**src/rtl/seq_reg_engine.sv**
```systemverilog
`default_nettype none
// ============================================================================
//  Module      : seq_reg_engine
//  Description : Small sequencing engine. A run walks IDLE -> INIT -> LOOP
//                (LOOP_N times) -> CALC -> FIN -> IDLE and leaves its results
//                in four 8-bit registers:
//                  a = 1, b = LOOP_N mod 256, c = b + 2 mod 256, d = a - 1.
//                'done' pulses for the single cycle after the FIN edge.
//                'hold' freezes the engine completely while it is busy.
//  Parameters  : LOOP_N  number of LOOP iterations (0..255), default 5
//  Ports       : clk    in   clock, rising edge
//                rst    in   asynchronous active-high reset
//                start  in   run request, sampled only in IDLE
//                hold   in   freeze request, honoured only while busy
//                a..d   out  8-bit result registers (b doubles as loop count)
//                busy   out  high in INIT, LOOP, CALC, FIN
//                done   out  one-cycle completion pulse
//  Options     : SEQ_AUTOSTART_EN  when defined, one run starts by itself at
//                the first edge after reset releases (once per reset).
//  Revision    : 1.0  initial release
// ============================================================================
module seq_reg_engine #(
  parameter int LOOP_N = 5
) (
  input  logic       clk,
  input  logic       rst,
  input  logic       start,
  input  logic       hold,
  output logic [7:0] a,
  output logic [7:0] b,
  output logic [7:0] c,
  output logic [7:0] d,
  output logic       busy,
  output logic       done
);

  typedef enum logic [2:0] {
    S_IDLE = 3'd0,
    S_INIT = 3'd1,
    S_LOOP = 3'd2,
    S_CALC = 3'd3,
    S_FIN  = 3'd4
  } state_t;

  localparam logic [7:0] LOOP_CNT = 8'(LOOP_N);

  state_t state;
  logic   go;

`ifdef SEQ_AUTOSTART_EN
  // Set at the first edge after reset; until then IDLE behaves as if start=1.
  logic auto_fired;

  always_ff @(posedge clk or posedge rst) begin
    if (rst) begin
      auto_fired <= 1'b0;
    end else begin
      auto_fired <= 1'b1;
    end
  end

  assign go = start | ~auto_fired;
`else
  assign go = start;
`endif

  always_ff @(posedge clk or posedge rst) begin
    if (rst) begin
      state <= S_IDLE;
      a     <= 8'd0;
      b     <= 8'd0;
      c     <= 8'd0;
      d     <= 8'd0;
      busy  <= 1'b0;
      done  <= 1'b0;
    end else if (!(hold && busy)) begin
      // A held edge skips everything, including clearing 'done'.
      done <= 1'b0;
      case (state)
        S_IDLE: begin
          if (go) begin
            state <= S_INIT;
            busy  <= 1'b1;
          end
        end
        S_INIT: begin
          a <= 8'd1;
          b <= 8'd0;
          c <= 8'd0;
          d <= 8'd0;
          if (LOOP_N > 0) begin
            state <= S_LOOP;
          end else begin
            state <= S_CALC;
          end
        end
        S_LOOP: begin
          // b starts at 0, so it equals the iteration count after increment.
          b <= b + 8'd1;
          if ((b + 8'd1) == LOOP_CNT) begin
            state <= S_CALC;
          end
        end
        S_CALC: begin
          c     <= b + 8'd2;
          state <= S_FIN;
        end
        S_FIN: begin
          d     <= a - 8'd1;
          state <= S_IDLE;
          busy  <= 1'b0;
          done  <= 1'b1;
        end
        default: begin
          state <= S_IDLE;
          busy  <= 1'b0;
        end
      endcase
    end
  end

endmodule
`default_nettype wire

```
**config.mk**
```make
export PLATFORM = sky130hd
export DESIGN_NAME = seq_reg_engine
export DESIGN_NICKNAME = d
export VERILOG_FILES = /design/src/rtl/seq_reg_engine.sv
export SDC_FILE = /design/constraint.sdc
export NUM_CORES = 1
export LEC_CHECK = 0
export CORE_MARGIN = 1.5
export CORE_UTILIZATION = 39
export CTS_BUF_LIST = sky130_fd_sc_hd__clkbuf_16
export CTS_CLUSTER_SIZE = 28
export DETAILED_ROUTE_END_ITERATION = 12
export PLACE_DENSITY_LB_ADDON = 0.3
export SLEW_MARGIN = 20
export SYNTH_ARGS = -nofsm -noshare
export SYNTH_HDL_FRONTEND = slang
export SYNTH_SLANG_ARGS = --single-unit
```
**constraint.sdc**
```tcl
create_clock -name clk -period 2.5 [get_ports clk]
set_input_delay 0.25 -clock clk [delete_from_list [all_inputs] [get_ports clk]]
set_output_delay 0.25 -clock clk [all_outputs]
set_load 0.02 [all_outputs]
```
Yosys cells after proc, flatten, opt, wreduce, memory -nomap -nowiden
Cells that the tools add are included.
Storage, ports and cells
  flip-flop bits (word level): 30
  input port bits: 4
  output and inout bits: 34
  logic and storage cells: 40
Operators by class
  add/subtract/negate cells: 3
  equal/unequal tests: 7
  mux-type cells: 9
  bitwise operators: 2
  reductions and logical operators: 12
Operators by type and width (count)
  8-bit case mux with 2 select lines: 3
  3-bit case mux with 4 select lines: 1
  8-bit by 1-bit adder with 8-bit output (second input constant): 1
  8-bit by 2-bit adder with 8-bit output (second input constant): 1
  8-bit by 3-bit == test with 1-bit output (second input constant): 1
  2-bit AND reduction: 4
  3-bit by 2-bit == test with 1-bit output (second input constant): 2
  3-bit 2-to-1 mux: 2
  3-bit AND reduction: 2
  2-bit nonzero test: 3
  2-bit inequality test (second input constant): 2
  3-bit by 1-bit == test with 1-bit output (second input constant): 1
  3-bit == test (second input constant): 1
  3-bit logical NOT: 1
  3-bit OR reduction: 1
  1-bit 2-to-1 mux: 2
  1-bit NOT: 2
  1-bit case mux with 2 select lines: 1
  1-bit by 1-bit subtractor with 2-bit output (second input constant): 1
  1-bit logical AND: 1

Logic depth before layout (Yosys ltp)
  depth after elaboration: 4
  depth in mapped cells: 5
  mapped depth without buffers: 5

Worst setup path before layout
OpenSTA, ideal clock, no wires.
  kind: reg2reg
  from: reg b[2]
  to: reg b[7]
  library setup time: 0.076 ns
  arrival: 1.529 ns
  data required time: 2.424 ns
  setup slack: 0.895 ns
  cell stages (with the launch flop): 6
  path buffers: 0
  period minus slack after synthesis: 1.605 ns
  cell sequence: dfrtp_1 -> ha_1 -> and2_1 -> nand3_2 -> or3_1 -> o21ai_1
Between the ends
  longest elaborated chain between the ends: 2
Ends and longest elaborated chain
  from (decl): line 30  | output logic [7:0] b,
  from (signal assigned): line 99  | b <= b + 8'd1;
  8-bit by 1-bit adder with 8-bit output: line 99
  8-bit case mux with 2 select lines: line 79  | case (state)
Every way passes these cells.
A chain may end at the register's enable or synchronous reset.

Worst setup path after layout
Ends and elaborated chain as after synthesis.

==> reports/results.ini <==
[timing]
hold-worst-slack_ns = 0.473
fin_crit_sh_pct = 70.2
layout_setup_ws_ns = 0.745
rsz0062_at_grt = no
fmax_mhz = 570
slew_violations = 0
hold_viol = 0
setup_viol_count_final = 0
final.min_clock_period_ns = 1.75
skew_ns = 0.00429
tightest_slew_ns = 0.872
tns_ns = 0
max_slew_margin_pct = 41.8

[placed_design]
io_buffers = 30
place_ws_ns = 0.771
place_area_um2 = 1560
gp_congestion = 0.826
place.detailed.hpwl_um = 1960

[power]
total_power_mw = 1.52
leakage_nw = 0.680
power_density_nw_per_um2 = 928
vdd_drop_max_uv = 315

[synthesis]
async_flop_share_pct = 100
synth_edf_count = 0
yosysWarnings = 0
yosysSeqAreaShare_pct = 43.9
syn_area_per_cell_um2 = 8.86
synth_cells = 148
ys_ff_latch = 23
synth_cell_type_count = 32
synth_area_um2 = 1310
synth-main-ff-cell = dfrtp_1

[worst_setup_path]
reg2reg_depth = 5
rr_endpoint = b[7]
worst_r2r_startpoint = b[2]
critPathArrivalTime_ns = 1.93
worstSetupPathType = reg2reg
end_kind = register
required_ns = 2.68
r2r_slack_ns = 0.75
start_kind = register
cp_max_fo = 9

[global_route]
grt_use_total_pct = 16.8
first_global_vias = 992
grt_remaining_overflow = 0
grt_first_pass_wirelength_um = 4600
antenna_found_initial = 0
grt_max_degree = 24

[clocking]
cts_buffer_depth = 2
worstSkewPairLatency_ns = 0.26
cts_tree = built
cts_setup_buffers = 0
post_cts_resized = 0
cts.htree.levels = 1
cts.clk_slew.worst_paths_ns = 0.06
cts.sinks = 23
cts_buffers = 3
cts_hold_buf = 0
root_buffer = clkbuf_16

[min_path]
hold_path_class = reg2reg
hold_start = c[0]
hold_end = c[0]
holdPathStages = 2

[die]
coreArea_um2 = 3130
fp.dieH_um = 61.0
die_x_um = 61.0
io-pin-count = 38
die_area_um2 = 3720
start_util_pct = 41.9
rows = 20

[cells_and_area]
areaGrowthSynthToFinish_pct = 24.8
nNetsFinal = 178
seqCellArea_um2 = 576
n_antenna_cell = 0
drive_above_1_share_pct = 4.12
nFillCells = 306
multi_input_area_um2 = 593
fin_area_um2 = 1640

[routing]
ant_nets = 0
vias = 1072
wl_um = 2790
via_per_inst = 5.01
drc = 0
drt_iter0_drc = 28
routedWlPerCell_um = 13.0
first_pass_iters = 4

[status]
status = finished, final reports clean

[run]
drv_cap = 0

-- final cells by class --
type	count	area share [%]
inverters	9	2.06
clock buffers	3	4.59
repair buffers	30	18.3
flip-flops and latches	23	35.2
clock inverters	1	0.229
multi-input cells	104	36.2
well taps	44	3.36
-- layout by cell type, fill, tap and decap left out --
cell and n:
a211oi_1 1, a21o_1 1, a21oi_1 5, a21oi_2 1
a22o_1 1, a2bb2oi_1 1, a31o_2 1, and2_1 1
and3_4 1, clkbuf_16 3, clkdlybuf4s50_1 30, conb_1 7
dfrtp_1 23, ha_1 3, inv_1 10, nand2_1 19
nand2b_1 1, nand3_1 11, nand3_2 1, nand3b_1 1
nand4_1 1, nand4b_1 1, nor2_1 1, nor2b_1 1
nor3_1 2, o21ai_0 24, o21ai_1 4, o21bai_1 1
or3_1 4, xnor2_1 6, xor2_1 3
-- cell usage after synthesis, types with 2 or more instances --
library cell   n  share of area, %
buf_4         14               8.0
nor3_1         2              0.76
xnor2_1        6               4.0
buf_2          3               1.1
ha_1           3               2.9
nand3_1       11               4.2
a21oi_1        5               1.9
o21ai_1        4               1.5
dfrtp_1       23                44
inv_1          9               2.6
o21ai_0       24               9.2
or3_1          4               1.9
nand2_1       19               5.4
xor2_1         3               2.0
-- power breakdown --
| group | total (mW) | switching (mW) | internal [mW] |
|---|---|---|---|
| logic | 0.597 | 0.334 | 0.263 |
| clock network | 0.343 | 0.130 | 0.214 |
| registers | 0.579 | 0.135 | 0.444 |
-- metrics by stage --
stage	cells	util [%]
2_1_floorplan	154	-
3_3_place_gp	210	49.8
3_5_place_dp	210	49.8
4_1_cts	214	52.3
5_1_grt	214	52.3
6_report	214	52.3
-- worst max-delay path by stage --
stage | from | end | depth (start not counted)
floorplan | b[2] | b[7] | 5
global placement | hold | b[6] | 5
detailed placement | b[2] | b[7] | 5
CTS | b[2] | b[7] | 5
global route | b[2] | b[7] | 5
finish | b[2] | b[7] | 5
-- critical path: stages (launching register included) --
cell     delay (ns)
dfrtp_1        0.54
ha_1           0.32
and2_1         0.27
nand3_2        0.14
or3_1          0.32
o21ai_1        0.09
-- kinds of logic after synthesis --
kind of cell | count (synthesis) | share of synthesized area [%]
buffers and inverters | 27 | 12.6
flip-flops | 23 | 43.9
AND/OR/NAND/NOR | 45 | 17.4
AO/OA/AOI/OAI | 40 | 17.0
adder cells (fa/ha/maj) | 3 | 2.86
XOR/XNOR | 9 | 6.01
other | 1 | 0.286
-- per-layer routing --
metal,vias up,part of all wire (%),GRT usage [%]
met1,510,48,22.6
met5,-,0,0
li1,528,-,-
met2,29,46,26.7
met3,5,3.6,3.20
met4,0,1.6,6.52
-- flip-flops by register name (all words and copies together) (netlist names) --
signal,cells
a,1
busy,1
done,1
b,8
d,1
state,3
c,8
No activity file was read; power rests on OpenSTA's default activity.
==> RTL edit (same settings) <==
Register the output `c` once more, cleared by the reset; this adds one clock of latency there. The other outputs are not delayed to match.
--- a/src/rtl/seq_reg_engine.sv
+++ b/src/rtl/seq_reg_engine.sv
@@ -46,2 +46,4 @@
 
+  logic [7:0] c_s0;
+
   state_t state;
@@ -71,3 +73,3 @@
       b     <= 8'd0;
-      c     <= 8'd0;
+      c_s0  <= 8'd0;
       d     <= 8'd0;
@@ -88,3 +90,3 @@
           b <= 8'd0;
-          c <= 8'd0;
+          c_s0 <= 8'd0;
           d <= 8'd0;
@@ -104,3 +106,3 @@
         S_CALC: begin
-          c     <= b + 8'd2;
+          c_s0  <= b + 8'd2;
           state <= S_FIN;
@@ -121,2 +123,10 @@
 
+  always_ff @(posedge clk or posedge rst) begin
+    if (rst) begin
+      c <= '0;
+    end else begin
+      c <= c_s0;
+    end
+  end
+
 endmodule
Formal check against the unedited RTL: not equivalent (Yosys sat finds a counterexample within 10 cycles, from zero or initial values and one cycle with rst high).
==> RTL edit against the original RTL <==
Wire length up 24%; sequential cell count up 8; combinational power grew 50%; cell area increased by 21%; setup slack got worse by 44 ps; synthesized area rose by 23%; power rose by 50%; register-to-register slack worse by 20 ps; critical endpoint is now b[3].
==> RTL edit: results (changes against the original RTL) <==
stage,metric,value,unit,change
route,WL met3,192,um,+90%
clock_tree,H-tree levels,2,,+1
setup_path,"Largest stage delay, worst path",700,ps,+160 ps
synthesis,Syn Area/Cell,9.54,um^2,+7.7%
placed_design,placed cell areas,0.00185,mm^2,+19%
synthesis,mux cell area share after synthesis,1.32,%,+1.3 points
global_routing,gr usage total,16.9,%,+0.15 points
placed_design,DP HPWL,2320,um,+18%
status,status,completed,,
route,final wirelength,3450,um,+24%
route,Via density,5.14,,+2.6%
cells_and_area,Signal inverters,4,,-5
cells_and_area,bufs w/o clock,32,,+6.7%
synthesis,register bit total from synthesis,31,,+35%
synthesis,XOR/XNOR Fraction of Synth Area,4.34,%,-1.7 points
placed_design,Post-Place Setup Slack,750,ps,-21.0 ps
floorplanning,core region area,0.00400,mm^2,+28%
cells_and_area,top flop regs,"b: 8 flops, c: 8 flops, c_s0: 8 flops",,
global_routing,grt met1 use,21.7,%,-0.96 points
global_routing,global-route wire length before repair,5610,um,+22%
cells_and_area,Seq/total area,39.1,%,+4.0 points
route,drt wl/cell,14.4,um,+10%
cells_and_area,clock-cell share of area,6.76,%,+1.9 points
cells_and_area,Area Overhead vs Synth,22.9,%,
synthesis,Post-Synth Adder-Cell Area,2.33,%,-0.54 points
synthesis,complex-gate fraction of the synthesized area,15.7,%,-1.2 points
synthesis,Synth cell types,39,,+22%
cells_and_area,share of cells above drive strength 1,6.84,%,+2.7 points
global_routing,largest net degree at the start of global routing,32,,+33%
cells_and_area,Data buffer area share,15.9,%,-2.4 points
setup_path,crit path DAT,1550,ps,-380 ps
power,Leak Pwr,0.000858,uW,+26%
placed_design,DP Cell Count,233,,+11%
cells_and_area,Multi-input gate area,679,um^2,+15%
cells_and_area,Layout Nets,197,,+11%
global_routing,vias in the first global route,1181,,+19%
synthesis,Post-synth top cells,"dfrtp_1, nand2_1, o21ai_1",,
RTL edit: cell types whose count changed after synthesis, moves of 4 or more:
cell,unedited run,this run
nand3_1,11,7
o21ai_1,4,17
or3_1,4,0
o31ai_1,0,5
inv_1,9,4
dfrtp_1,23,31
nand2_1,19,25
o21ai_0,24,1
nor2_1,1,6
RTL edit: worst paths after layout:
check                                     from                to  slack (ps)  cells past startpoint
max reg2reg                   b[2]$_DFFE_PP0P_  b[7]$_DFFE_PP0P_         730                      5
min                                        rst    c[7]$_DFF_PP0_         370                      3
min in group clk           c_s0[1]$_DFFE_PP0P_    c[1]$_DFF_PP0_         370                      0
min reg2reg                c_s0[1]$_DFFE_PP0P_    c[1]$_DFF_PP0_         370                      0
max in group asynchronous                  rst    c[4]$_DFF_PP0_        1840                      3
max                           b[3]$_DFFE_PP0P_              b[3]         700                      1
RTL edit: report_power, final:
group          total (uW)  switching (uW)  internal (uW)
Clock                 555             199            356
Combinational         895             509            385
Sequential            831             195            636
Total                2280             903           1380
